[src/rtl/lif_pkg.sv]
// Shared types for the LIF neuron pipeline (accumulator, fire stage, encoder).
package lif_pkg;

  typedef enum logic {
    INTEG  = 1'b0,
    REFRAC = 1'b1
  } lif_state_e;

  localparam int unsigned LIF_ID_W = 4;
  localparam int unsigned LIF_TS_W = 8;

  typedef struct packed {
    logic [LIF_ID_W-1:0] id;
    logic [LIF_TS_W-1:0] ts;
  } spike_evt_t;

  function automatic spike_evt_t make_evt(input logic [LIF_ID_W-1:0] id,
                                          input logic [LIF_TS_W-1:0] ts);
    spike_evt_t e;
    e.id = id;
    e.ts = ts;
    return e;
  endfunction

endpackage

[src/rtl/spike_evt_fifo.sv]
// Two-entry first-in first-out buffer for spike events.
// A push on a full queue is accepted only when a pop happens in the same cycle.
module spike_evt_fifo
  import lif_pkg::*;
#(
  parameter int unsigned W = 12
) (
  input  logic         clk,
  input  logic         rst_n,
  input  logic         push,
  input  logic [W-1:0] push_data,
  input  logic         pop,
  output logic [W-1:0] pop_data,
  output logic         full,
  output logic         empty
);

  logic [W-1:0] mem [2];
  logic         rd_ptr;
  logic         wr_ptr;
  logic [1:0]   count;
  logic         do_pop;
  logic         do_push;

  assign full     = (count == 2'd2);
  assign empty    = (count == 2'd0);
  assign do_pop   = pop && !empty;
  assign do_push  = push && (!full || do_pop);
  assign pop_data = mem[rd_ptr];

  // Storage, pointers and occupancy
  always_ff @(posedge clk or negedge rst_n) begin
    if (!rst_n) begin
      mem[0] <= '0;
      mem[1] <= '0;
      rd_ptr <= 1'b0;
      wr_ptr <= 1'b0;
      count  <= '0;
    end else begin
      if (do_push) begin
        mem[wr_ptr] <= push_data;
        wr_ptr      <= ~wr_ptr;
      end
      if (do_pop) begin
        rd_ptr <= ~rd_ptr;
      end
      count <= count + {1'b0, do_push} - {1'b0, do_pop};
    end
  end

endmodule

[src/rtl/lif_spike_gen.sv]
// LIF fire stage: threshold compare once per timestep, accumulator reset pulse,
// refractory hold and spike-event queueing.
// Optional macro LIF_SUBRESET_EN selects subtractive reset (corr_out = threshold
// on a fire instead of a reset_scan pulse).
module lif_spike_gen
  import lif_pkg::*;
#(
  parameter int unsigned VMEM_W    = 16,
  parameter int unsigned REF_W     = 4,
  parameter int unsigned TS_W      = 8,
  parameter int unsigned ID_W      = 4,
  parameter int unsigned NEURON_ID = 0
) (
  input  logic              clk,
  input  logic              rst_n,
  input  logic              ts_clear,
  input  logic              step_valid,
  input  logic [VMEM_W-1:0] vmem,
  input  logic [VMEM_W-1:0] threshold,
  input  logic [REF_W-1:0]  refrac_len,
  output logic              reset_scan,
  output logic [VMEM_W-1:0] corr_out,
  output logic              integ_hold,
  output logic              spike_valid,
  input  logic              spike_ready,
  output logic [ID_W-1:0]   spike_id,
  output logic [TS_W-1:0]   spike_ts,
  output logic              ovf_err
);

  localparam int unsigned EVT_W = ID_W + TS_W;

  lif_state_e        state;
  logic [REF_W-1:0]  cnt;
  logic [TS_W-1:0]   ts;
  logic              fire;
  logic              pop;
  logic              full;
  logic              empty;
  logic              drop;
  logic [EVT_W-1:0]  evt_in;
  logic [EVT_W-1:0]  evt_head;

  // The event is pushed in the fire cycle so it is visible on the stream
  // one cycle later, aligned with the reset pulse.
  assign fire        = step_valid && !ts_clear && (state == INTEG) && (vmem >= threshold);
  assign evt_in      = {ID_W'(NEURON_ID), ts};
  assign spike_valid = !empty;
  assign pop         = spike_valid && spike_ready;
  assign drop        = fire && full && !pop;
  assign integ_hold  = (state == REFRAC);
  assign spike_id    = evt_head[EVT_W-1:TS_W];
  assign spike_ts    = evt_head[TS_W-1:0];

  spike_evt_fifo #(
    .W (EVT_W)
  ) u_fifo (
    .clk       (clk),
    .rst_n     (rst_n),
    .push      (fire),
    .push_data (evt_in),
    .pop       (pop),
    .pop_data  (evt_head),
    .full      (full),
    .empty     (empty)
  );

  // Integrate/refractory FSM with timestep counter, reset pulse and overflow flag
  always_ff @(posedge clk or negedge rst_n) begin
    if (!rst_n) begin
      state      <= INTEG;
      cnt        <= '0;
      ts         <= '0;
      reset_scan <= 1'b0;
      ovf_err    <= 1'b0;
    end else begin
      reset_scan <= 1'b0;
      if (ts_clear) begin
        state      <= INTEG;
        cnt        <= '0;
        ts         <= '0;
        reset_scan <= 1'b1;
        ovf_err    <= 1'b0;
      end else begin
        if (drop) begin
          ovf_err <= 1'b1;
        end
`ifndef LIF_SUBRESET_EN
        if (fire) begin
          reset_scan <= 1'b1;
        end
`endif
        if (step_valid) begin
          ts <= ts + TS_W'(1);
          case (state)
            INTEG: begin
              if (fire && (refrac_len != '0)) begin
                state <= REFRAC;
                cnt   <= refrac_len;
              end
            end
            REFRAC: begin
              cnt <= cnt - REF_W'(1);
              if (cnt == REF_W'(1)) begin
                state <= INTEG;
              end
            end
            default: state <= INTEG;
          endcase
        end
      end
    end
  end

`ifdef LIF_SUBRESET_EN
  // Subtractive reset: present the sampled threshold for one cycle after a fire
  always_ff @(posedge clk or negedge rst_n) begin
    if (!rst_n) begin
      corr_out <= '0;
    end else begin
      corr_out <= fire ? threshold : '0;
    end
  end
`else
  assign corr_out = '0;
`endif

endmodule
[config.mk]
export PLATFORM = sky130hd
export DESIGN_NAME = lif_spike_gen
export DESIGN_NICKNAME = d
export VERILOG_FILES = /design/src/rtl/lif_pkg.sv /design/src/rtl/spike_evt_fifo.sv /design/src/rtl/lif_spike_gen.sv
export SDC_FILE = /design/constraint.sdc
export NUM_CORES = 1
export LEC_CHECK = 0
export BUFFER_PORTS_ARGS = -buffer_cell sky130_fd_sc_hd__buf_2
export CORE_ASPECT_RATIO = 0.6
export CORE_MARGIN = 2
export CORE_UTILIZATION = 55
export DETAILED_ROUTE_END_ITERATION = 10
export GPL_ROUTABILITY_DRIVEN = 0
export PLACE_DENSITY = 0.91
export SLEW_MARGIN = 0
export SYNTH_ARGS = -nofsm -noshare
export SYNTH_HDL_FRONTEND = slang
export SYNTH_SLANG_ARGS = --single-unit
[constraint.sdc]
create_clock -name clk -period 3.31 [get_ports clk]
set_input_delay 0.662 -clock clk [delete_from_list [all_inputs] [get_ports clk]]
set_output_delay 0.662 -clock clk [all_outputs]
set_load 0.02 [all_outputs]
==> impl_results.rst <==
.. list-table::
   :header-rows: 1

   * - Metric
     - Value
   * - Outcome
     - completed
   * - Clock buffer count from CTS
     - 5
   * - Yosys warning count
     - 0
   * - Worst rel slew slack
     - 48.2%
   * - Global-route usage over all layers
     - 21.6%
   * - Fin Setup TNS
     - 0 ns
   * - Synthesized-area fraction occupied by and/or/nand/nor cells
     - 14.0%
   * - CTS sink cnt
     - 35
   * - Number of setup buffers added after CTS
     - 0
   * - H-tree depth
     - 2
   * - Fraction of registers with async set/reset
     - 100%
   * - Fraction of the yosys area taken by sequential cells
     - 37.8%
   * - Xor and xnor fraction of the mapped netlist area
     - 3.40%
   * - Number of iterations in the first detailed-routing pass
     - 4
   * - Antenna violations before repair
     - 0
   * - Worst slack at placement
     - 0.559 ns
   * - Combinational share of power
     - 26.4%
   * - Antenna diode instance count
     - 0
   * - Endpoint of the worst-slack reg-to-reg timing path
     - u_fifo.mem[18]
   * - Sequential share of power
     - 42.9%
   * - Capturing instance or port of the critical path
     - u_fifo.mem[18]
   * - CORE AREA
     - 4080 sq um
   * - DP Wirelength
     - 3.65 mm
   * - Via count of the first global-routing pass
     - 1695
   * - Cell taking the most area after synthesis
     - sky130_fd_sc_hd__dfrtp_1
   * - Starting density of the core
     - 56.9%
   * - Count of mapped cells out of synthesis
     - 225
   * - Final wirelength
     - 4.60 mm
   * - Launching point of the worst reg2reg path
     - integ_hold
   * - Number of distinct library cell variants in the gate-level netlist after synthesis
     - 48
   * - Timing startpoint of the critical path
     - vmem[1]
   * - Setup violations, final
     - 0
   * - Number of nets with antenna violations after routing
     - 0
   * - Number of nets at the end of the flow
     - 339
   * - Avg Cell Area, Syn
     - 10.3 sq um
   * - GRT overflow
     - 0
   * - Critical Path Sink Type
     - register
   * - Clock share of power
     - 30.7%
   * - Overall die area
     - 4770 sq um
   * - Main combinational cell family by area after synthesis
     - simple AND/OR/NAND/NOR gates
   * - Final worst slack
     - 0.863 ns
   * - Final Power
     - 1.29 mW
   * - Horizontal die dimension
     - 87.8 microns
   * - Total non-filler cell area in the finished layout
     - 2660 sq um
   * - Share of the clock period used by the worst path
     - 73.9%
   * - Height of the chip
     - 54.3 microns
   * - Rows
     - 18
   * - Data arrival time of the critical path
     - 2.62 ns
   * - Peak supply drop
     - 236 uV
   * - Master cell of the clock root buffer
     - sky130_fd_sc_hd__clkbuf_8
   * - Global-route wire length before repair
     - 7.68 mm
   * - Fin. Hold Viols
     - 0
   * - Post-synthesis mux area share
     - 13.8%
   * - Quantity of hold-fixing buffers added after cts
     - 0
   * - Reported max-cap violation count
     - 0
   * - Clk pin slew, worst setup/hold paths
     - 0.07 ns
   * - Proportion of layout cells with a drive suffix above 1
     - 33.1%
   * - Worst Max-Slew Pin Slew
     - 0.776 ns
   * - Fill cells
     - 312
   * - Total placed instance area
     - 2540 sq um
   * - Area delta synth->final
     - 14.8%
   * - Static Leak
     - 1.44 nW
   * - Synth Area in Compound Gates
     - 7.99%
   * - R2R Setup Slk
     - 1.42 ns
   * - Number of resized instances in the post-cts repair step
     - 0
   * - TritonCTS clock tree
     - yes
   * - Yosys top cell area share
     - 37.8%
   * - EDFF count, synth
     - 0
   * - Startpoint Class
     - input pin
   * - Cell-internal power
     - 0.892 mW
   * - Switching Power
     - 0.397 mW
   * - Worst Hold Slack
     - 0.450 ns
   * - Top Ports
     - 73
   * - Number of DRC markers in iteration 0
     - 82
   * - Mapped Area
     - 2320 sq um
   * - Class of the tightest hold or removal check
     - in -> async
   * - Vias per cell
     - 5.16
   * - Number of synthesized register bits
     - 35
   * - Ratio of total power to cell area
     - 484 nW/um^2
   * - Pin count of the biggest net entering global routing
     - 36
   * - Main area contributors after synthesis
     - sky130_fd_sc_hd__dfrtp_1 38%, sky130_fd_sc_hd__ha_1 11%, sky130_fd_sc_hd__mux2_2 7.8%, sky130_fd_sc_hd__buf_4 6.5%, sky130_fd_sc_hd__mux2_4 5.2%
   * - FF-to-FF path depth
     - 4
   * - Most frequently used flop master after synthesis
     - sky130_fd_sc_hd__dfrtp_1
   * - Number of buffers on the longest clock path
     - 2
   * - Share of total power consumed by net switching
     - 30.8%
   * - Commonest cells in the netlist
     - 35 x sky130_fd_sc_hd__dfrtp_1, 23 x sky130_fd_sc_hd__inv_1, 21 x sky130_fd_sc_hd__ha_1
   * - Average detailed-routed wire length per instance
     - 13.6 microns
   * - Number of slew-limit violations in the final report
     - 0
   * - Largest fanout of any net on the critical path
     - 8
   * - Count of vias placed by the detailed router
     - 1745
   * - Fin Clk Skew
     - 0.00462 ns
   * - Required time at the worst-slack endpoint
     - 3.48 ns
   * - DRC violations left
     - 0
   * - Highest Clock Rate
     - 0.409 GHz
   * - Insertion delay to the later sink of the worst-skew pair
     - 0.28 ns
   * - Most frequent cell after synthesis
     - sky130_fd_sc_hd__dfrtp_1
   * - Type of the worst setup path
     - in -> reg
   * - Setup repair after global routing missed its margin
     - false
   * - PortBufs
     - 52
   * - Adder-cell share of the synthesized area
     - 11.3%
   * - Final worst path period need
     - 2.45 ns
power by group through the flow:
| stage | sequential (mW) | combinational [mW] | clock, mW |
|---|---|---|---|
| final | 0.553 | 0.340 | 0.395 |
| after global routing | 0.563 | 0.381 | 0.425 |
| after CTS | 0.552 | 0.342 | 0.405 |
| after detailed placement | 0.560 | 0.341 | 0 |
| after global placement | 0.553 | 0.325 | 0 |
| after floorplan | 0.525 | 0.288 | 0 |
worst max-delay path, cell delays in order:
cell	delay, ns
sky130_fd_sc_hd__buf_2	0.10
sky130_fd_sc_hd__ha_1	0.29
sky130_fd_sc_hd__nor2b_4	0.13
sky130_fd_sc_hd__o211a_1	0.21
sky130_fd_sc_hd__o31ai_2	0.29
sky130_fd_sc_hd__nand3_2	0.19
sky130_fd_sc_hd__and3b_1	0.39
sky130_fd_sc_hd__mux2_4	0.37
placed cells by master (no fill, tap or decap), types with 2 or more instances in the layout:
cell type	Yosys	routed
sky130_fd_sc_hd__nand2_1	8	8
sky130_fd_sc_hd__mux2i_1	2	2
sky130_fd_sc_hd__a21oi_1	8	8
sky130_fd_sc_hd__clkbuf_8	0	6
sky130_fd_sc_hd__nor2_1	14	14
sky130_fd_sc_hd__nand4b_1	2	2
sky130_fd_sc_hd__and2_1	2	2
sky130_fd_sc_hd__a31oi_1	3	3
sky130_fd_sc_hd__ha_1	21	21
sky130_fd_sc_hd__inv_1	23	23
sky130_fd_sc_hd__o21ai_0	6	6
sky130_fd_sc_hd__conb_1	1	20
sky130_fd_sc_hd__dfrtp_1	35	35
sky130_fd_sc_hd__nand3_2	2	2
sky130_fd_sc_hd__a22o_1	2	2
sky130_fd_sc_hd__o21bai_1	2	2
sky130_fd_sc_hd__xor2_1	6	6
sky130_fd_sc_hd__mux2_2	16	16
sky130_fd_sc_hd__xnor2_1	3	3
sky130_fd_sc_hd__or3_1	3	3
sky130_fd_sc_hd__nand4_1	7	7
sky130_fd_sc_hd__nor3_1	2	2
sky130_fd_sc_hd__buf_2	0	52
sky130_fd_sc_hd__mux2_4	8	8
sky130_fd_sc_hd__nand3_1	2	2
sequential cells by signal, indices dropped and copies added (netlist names):
| name | count |
|---|---|
| reset_scan | 1 |
| u_fifo.mem | 16 |
| cnt | 4 |
| ovf_err | 1 |
| u_fifo.rd_ptr | 1 |
| ts | 8 |
| u_fifo.count | 2 |
| integ_hold | 1 |
| u_fifo.wr_ptr | 1 |
metal layers:
metal  global-route usage (%)  wire [microns]
met5                        0               0
met4                     7.18              60
met3                     5.88             217
met2                     34.3            2090
met1                     29.0            2230
how the worst min path moves through the flow:
stage | from | end | slack (ns) | cells past startpoint
after floorplan | rst_n | cnt[0] | 0.37 | 0
after global placement | u_fifo.count[1] | u_fifo.count[1] | 0.47 | 1
after detailed placement | u_fifo.mem[6] | u_fifo.mem[6] | 0.49 | 1
after CTS | rst_n | cnt[1] | 0.47 | 1
after global routing | rst_n | u_fifo.mem[2] | 0.50 | 1
final | rst_n | u_fifo.mem[2] | 0.45 | 1
cell type report:
| class | instances | area, sq um | area share [%] |
|---|---|---|---|
| Multi-Input combinational cell | 160 | 1250 | 46.9 |
| Clock inverter | 2 | 35.0 | 1.32 |
| Sequential cell | 35 | 876 | 32.9 |
| Tap cell | 60 | 75.1 | 2.82 |
| Clock buffer | 6 | 82.6 | 3.10 |
| Timing Repair Buffer | 52 | 260 | 9.77 |
| Inverter | 23 | 86.3 | 3.24 |
metrics by stage:
step | utilization, % | std cells
final | 65.3 | 338
after CTS | 65.3 | 338
after global routing | 65.3 | 338
after global placement | 62.4 | 330
after detailed placement | 62.4 | 330
after floorplan | - | 244
logic make-up after synthesis:
group,count (synthesis)
flops,35
mux,26
other cells,1
simple gates,56
xor+xnor,9
buf+inv,49
compound gates,28
fa+ha+maj,21
(Power assumes the default switching activity.)
